===== src/rtl/hazard_ctrl.sv =====
// hazard_ctrl: stall/flush sequencer for the 5-stage RV32I pipeline.
// Resolves load-use, taken-branch and data-memory wait hazards, parks the
// pipeline in FAULT when a memory wait exceeds WAIT_TIMEOUT cycles, and
// keeps free-running stall/flush performance counters.
module hazard_ctrl #(
  parameter int unsigned REG_AW       = 5,
  parameter int unsigned WAIT_TIMEOUT = 255
) (
  input  logic              clk,
  input  logic              rst_n,
  input  logic [REG_AW-1:0] rs1_d,
  input  logic [REG_AW-1:0] rs2_d,
  input  logic [REG_AW-1:0] rd_e,
  input  logic              mem_read_e,
  input  logic              branch_taken_e,
  input  logic              mem_req_m,
  input  logic              dmem_ready,
  output logic              stall_f,
  output logic              stall_d,
  output logic              stall_e,
  output logic              stall_m,
  output logic              flush_d,
  output logic              flush_e,
  output logic [1:0]        state,
  output logic              timeout_err,
  output logic [31:0]       stall_cycles,
  output logic [31:0]       flush_events
);

  typedef enum logic [1:0] {
    RUN      = 2'd0,
    MEM_WAIT = 2'd1,
    FAULT    = 2'd2
  } state_t;

  localparam logic [15:0] TIMEOUT = 16'(WAIT_TIMEOUT);

  state_t      cur_state;
  state_t      next_state;
  logic [15:0] wait_cnt;
  logic [15:0] next_wait_cnt;
  logic        next_timeout;
  logic        mem_stall;
  logic        load_use;

  assign mem_stall = mem_req_m & ~dmem_ready;
  assign load_use  = mem_read_e & (rd_e != '0) & ((rd_e == rs1_d) | (rd_e == rs2_d));
  assign state     = cur_state;

  // State register, wait counter and sticky watchdog flag
  always_ff @(posedge clk or negedge rst_n) begin
    if (!rst_n) begin
      cur_state   <= RUN;
      wait_cnt    <= '0;
      timeout_err <= 1'b0;
    end else begin
      cur_state   <= next_state;
      wait_cnt    <= next_wait_cnt;
      timeout_err <= next_timeout;
    end
  end

  // Next-state logic: memory-wait tracking and watchdog
  always_comb begin
    next_state    = cur_state;
    next_wait_cnt = wait_cnt;
    next_timeout  = timeout_err;
    unique case (cur_state)
      RUN: begin
        if (mem_stall) begin
          next_state    = MEM_WAIT;
          next_wait_cnt = 16'd1;
        end
      end
      MEM_WAIT: begin
        if (mem_stall) begin
          if (wait_cnt == TIMEOUT) begin
            next_state   = FAULT;
            next_timeout = 1'b1;
          end else begin
            next_wait_cnt = wait_cnt + 16'd1;
          end
        end else begin
          // Either dmem_ready arrived or the request was withdrawn
          next_state    = RUN;
          next_wait_cnt = '0;
        end
      end
      FAULT: begin
        next_state = FAULT;
      end
      default: begin
        next_state    = RUN;
        next_wait_cnt = '0;
      end
    endcase
  end

  // Output logic: prioritised stall/flush controls, forced low during reset
  always_comb begin
    stall_f = 1'b0;
    stall_d = 1'b0;
    stall_e = 1'b0;
    stall_m = 1'b0;
    flush_d = 1'b0;
    flush_e = 1'b0;
    if (rst_n) begin
      if (cur_state == FAULT) begin
        stall_f = 1'b1;
        stall_d = 1'b1;
        stall_e = 1'b1;
        stall_m = 1'b1;
        flush_d = 1'b1;
        flush_e = 1'b1;
      end else if (mem_stall) begin
        stall_f = 1'b1;
        stall_d = 1'b1;
        stall_e = 1'b1;
        stall_m = 1'b1;
      end else if (branch_taken_e) begin
        // A pending load-use is moot: the dependent instruction is squashed
        flush_d = 1'b1;
        flush_e = 1'b1;
      end else if (load_use) begin
        stall_f = 1'b1;
        stall_d = 1'b1;
        flush_e = 1'b1;
      end
    end
  end

  // Performance counters, wrapping at 2^32
  always_ff @(posedge clk or negedge rst_n) begin
    if (!rst_n) begin
      stall_cycles <= '0;
      flush_events <= '0;
    end else begin
      if (stall_f) stall_cycles <= stall_cycles + 32'd1;
      if (flush_d) flush_events <= flush_events + 32'd1;
    end
  end

endmodule


===== config.mk =====
export PLATFORM = sky130hd
export DESIGN_NAME = hazard_ctrl
export DESIGN_NICKNAME = d
export VERILOG_FILES = /design/src/rtl/hazard_ctrl.sv
export SDC_FILE = /design/constraint.sdc
export NUM_CORES = 1
export LEC_CHECK = 0
export ABC_AREA = 1
export CAP_MARGIN = 5
export CORE_UTILIZATION = 54
export CTS_CLUSTER_SIZE = 10
export DETAILED_ROUTE_END_ITERATION = 6
export PLACE_DENSITY = 0.81
export SYNTH_ARGS = -nofsm -noshare
export SYNTH_HDL_FRONTEND = slang
export SYNTH_SLANG_ARGS = --single-unit

===== constraint.sdc =====
create_clock -name clk -period 3.2 [get_ports clk]
set_clock_uncertainty 0.2 [all_clocks]
set_input_delay 0.96 -clock clk [delete_from_list [all_inputs] [get_ports clk]]
set_output_delay 0.96 -clock clk [all_outputs]
set_load 0.01 [all_outputs]

==> impl_metrics.tcl <==
set metrics [dict create \
    cts_tree "built" \
    gr-total-overflow 0 \
    drt_first_iter_violations 227 \
    layout.nets 960 \
    synth_area_leaders "dfrtp_1 38%, nand2_1 22%, nor2_1 6.7%" \
    use_met1_pct 37.8 \
    synthCells 829 \
    cp.depth 7 \
    synth_xor_area_share_pct 6.19 \
    hold_path_class "reg2reg" \
    peakVddDrop_mv 0.275 \
    fin_crit_ns 3.12 \
    antenna_found_initial 0 \
    first_global_vias 5236 \
    synth_top_family_by_area "simple AND/OR/NAND/NOR gates" \
    dp_hpwl_mm 11.2 \
    path_clk_slew_ns 0.08 \
    port_buffers 93 \
    syn_avg_cell_area_um2 6.65 \
    dieWidth_um 103 \
    hold_buffers 0 \
    hold_viol_final 0 \
    wl_per_cell_um 13.9 \
    insertedDiodeCount 0 \
    setup_tns_ns 0 \
    drt_wl_total_mm 14.9 \
    yosysTopAreaCellShare_pct 37.7 \
    finalMaxSlewViolations 0 \
    drive_gt1_share_pct 8.40 \
    ys_ff_latch 83 \
    die_area_mm2 0.0106 \
    vias_per_cell 5.26 \
    clock_latency_ns 0.37 \
    grt_usage_pct 29.8 \
    leakage_uw 0.00325 \
    worstPathCellList "dlygate4sd2_1, xnor2_1, nand3_1, nand2_2, nand3_4, nand2_8, buf_6" \
    cp_top_family "simple AND/OR/NAND/NOR gates" \
    critical_path_class "in2out" \
    synth_mux_area_share_pct 0 \
    syn-num-nets 853 \
    ys_warn_count 0 \
    ant_nets 0 \
    finalWorstSetupSlack_ns 0.0761 \
    cp_data_arrival_time_ns 1.96 \
    core_area_mm2 0.00982 \
    syn_area_mm2 0.00551 \
    slew_headroom_pct 35.9 \
    top_usage_layer "met2" \
    p_total_uw 2860 \
    place_congestion 0.965 \
    worstSetupEndpointType "output pin" \
    synth_top_area_cell "dfrtp_1" \
    cp_max_fo 4 \
    cpPeakStageDelay_ns 0.28 \
    place_ws_ns -0.822 \
    status "completed" \
    setup_viol 0 \
    period_share_pct 97.6 \
    met3_usage_pct 4.75 \
    power_density_mw_per_mm2 414 \
    pin_count 94 \
    setup.worst_path.start_class "input port" \
    crit_required_ns 2.04 \
    initial_utilization_pct 56.2 \
    first_pass_iters 5 \
    path_buf_inv 2 \
    synth-compound-area-share_pct 2.77 \
    synthToLayoutAreaGrowth_pct 25.0 \
    fin_util_pct 70.2 \
    cts_root_buffer "clkbuf_8" \
    clk_path_buf_depth 2 \
    cts-htree-levels 3 \
    grt_max_degree 77 \
    max_freq_mhz 320 \
    via_count 5647 \
    ys_seq_area_share_pct 37.7 \
    cts_sinks 83 \
    synth_cell_types 28 \
    rows 36 \
    die_h_um 103 \
    rsz0062_at_grt "no" \
    synth_fa_ha_area_share_pct 0.681 \
    reg2regPathDepth 10 \
    synth_simple_gate_area_share_pct 44.8 \
    cp_slowest_cell "dlygate4sd2_1" \
    holdPathStages 2 \
    maxCapViolCount 0 \
    worst_hold_slack_ns 0.282 \
    drc 0 \
    numCtsBuffers 9 \
    grt_pass1_wl_mm 24.4 \
    worstMarginPinSlew_ns 0.962 \
    n_fill_cell 885 \
    use_met2_pct 49.5 \
]
-- final cells by class --
cell class	count	area (um^2)	area share, %
multi-input cells	642	3050	44.3
well taps	133	166	2.41
clock buffers	9	124	1.80
flip-flops and latches	83	2080	30.1
inverters	87	328	4.75
clock inverters	7	100	1.45
repair buffers	113	1040	15.2
-- metrics by stage --
step / area (um^2) / std cells
after floorplan: 5510 / 829
after global placement: 6620 / 1053
after detailed placement: 6620 / 1053
after CTS: 6900 / 1074
after global routing: 6890 / 1074
final: 6890 / 1074
-- where the power goes --
part           switching [uW]  internal [uW]
Clock                     420            446
Combinational             387            317
Sequential                139           1150
Total                     946           1910
-- repair_timing --
item	4_1_cts	5_1_grt
pin swaps	14	9
setup endpoints to repair	6	4
hold endpoints to repair	0	0
setup buffers	5	0
gates resized for setup	53	14
gates cloned	0	0
-- metal layers --
metal / part of all wire [%] / wire length, um
met4: 3.1 / 458
met1: 43 / 6470
met2: 48 / 7110
met3: 5.7 / 849
met5: 0 / 0
-- flip-flops by register name (all words and copies together), names as in the netlist --
signal,count
flush_events,32
timeout_err,1
state,2
wait_cnt,16
stall_cycles,32
-- worst reg2reg max path, stage by stage, from the launching register on --
cell and delay [ns]:
dfrtp_1 0.43, nor2_2 0.26, nand2_1 0.09, nand2_1 0.10, buf_4 0.13, buf_4 0.28
nand2_2 0.14, nor2_4 0.18, nand2_1 0.12, nor2_1 0.13, xor2_1 0.15
-- cells by family (layout without fill, tap and decap cells) --
group                    count (synthesis)  count (layout)
AND/OR/NAND/NOR                        571             571
buffers and inverters                  104             216
flip-flops                              83              83
XOR/XNOR                                39              39
AO/OA/AOI/OAI                           29              29
adder cells (fa/ha/maj)                  3               3
-- synth_stat cells --
| cell type | n |
|---|---|
| nand2_1 | 330 |
| nor2_1 | 98 |
| dfrtp_1 | 83 |
| inv_1 | 82 |
| nand3_1 | 71 |
| xor2_1 | 29 |
| o21ai_0 | 23 |
| nand4_1 | 22 |
| nor3_1 | 20 |
| nand3b_1 | 13 |
| xnor2_1 | 10 |
| buf_2 | 7 |
| buf_4 | 5 |
| inv_2 | 4 |
| nand2_2 | 4 |
| o21ai_1 | 4 |
| clkbuf_1 | 3 |
| ha_1 | 3 |
| nor3_2 | 3 |
| buf_6 | 2 |
| nand3_4 | 2 |
| nor2_2 | 2 |
| nor2_4 | 2 |
| nor3_4 | 2 |
| o21ai_2 | 2 |
| clkinv_2 | 1 |
| nand3_2 | 1 |
| or2_2 | 1 |
-- cells in the final DEF, fill, tap and decap left out, types with 2 or more instances in the layout --
cell / count
nor3_2: 3
xnor2_1: 9
nor3_1: 20
clkinvlp_4: 2
nor2_4: 2
nand3_4: 3
clkinv_2: 2
dfrtp_1: 83
buf_2: 2
buf_4: 20
xor2_1: 29
dlygate4sd2_1: 8
nor2_2: 4
clkdlybuf4s50_1: 69
nor3_4: 2
inv_1: 78
clkbuf_2: 4
clkdlybuf4s15_1: 7
nand3_1: 70
nor2_1: 96
buf_6: 3
clkbuf_8: 9
nand3b_1: 13
ha_1: 3
nand2_1: 328
nand4_1: 22
nand2_2: 5
bufinv_16: 2
inv_2: 8
o21ai_1: 4
o21ai_0: 23
-- final timing paths --
| check | from | end | slack [ns] |
|---|---|---|---|
| hold / removal | timeout_err | timeout_err | 0.28 |
| setup reg to reg | state[0] | flush_events[11] | 0.93 |
| min in group asynchronous | rst_n | wait_cnt[8] | 0.30 |
| setup / recovery | rd_e[4] | stall_d | 0.08 |
| max in group asynchronous | rst_n | stall_cycles[21] | 1.52 |
| hold reg to reg | timeout_err | timeout_err | 0.28 |
No activity file was read; power rests on OpenSTA's default activity.
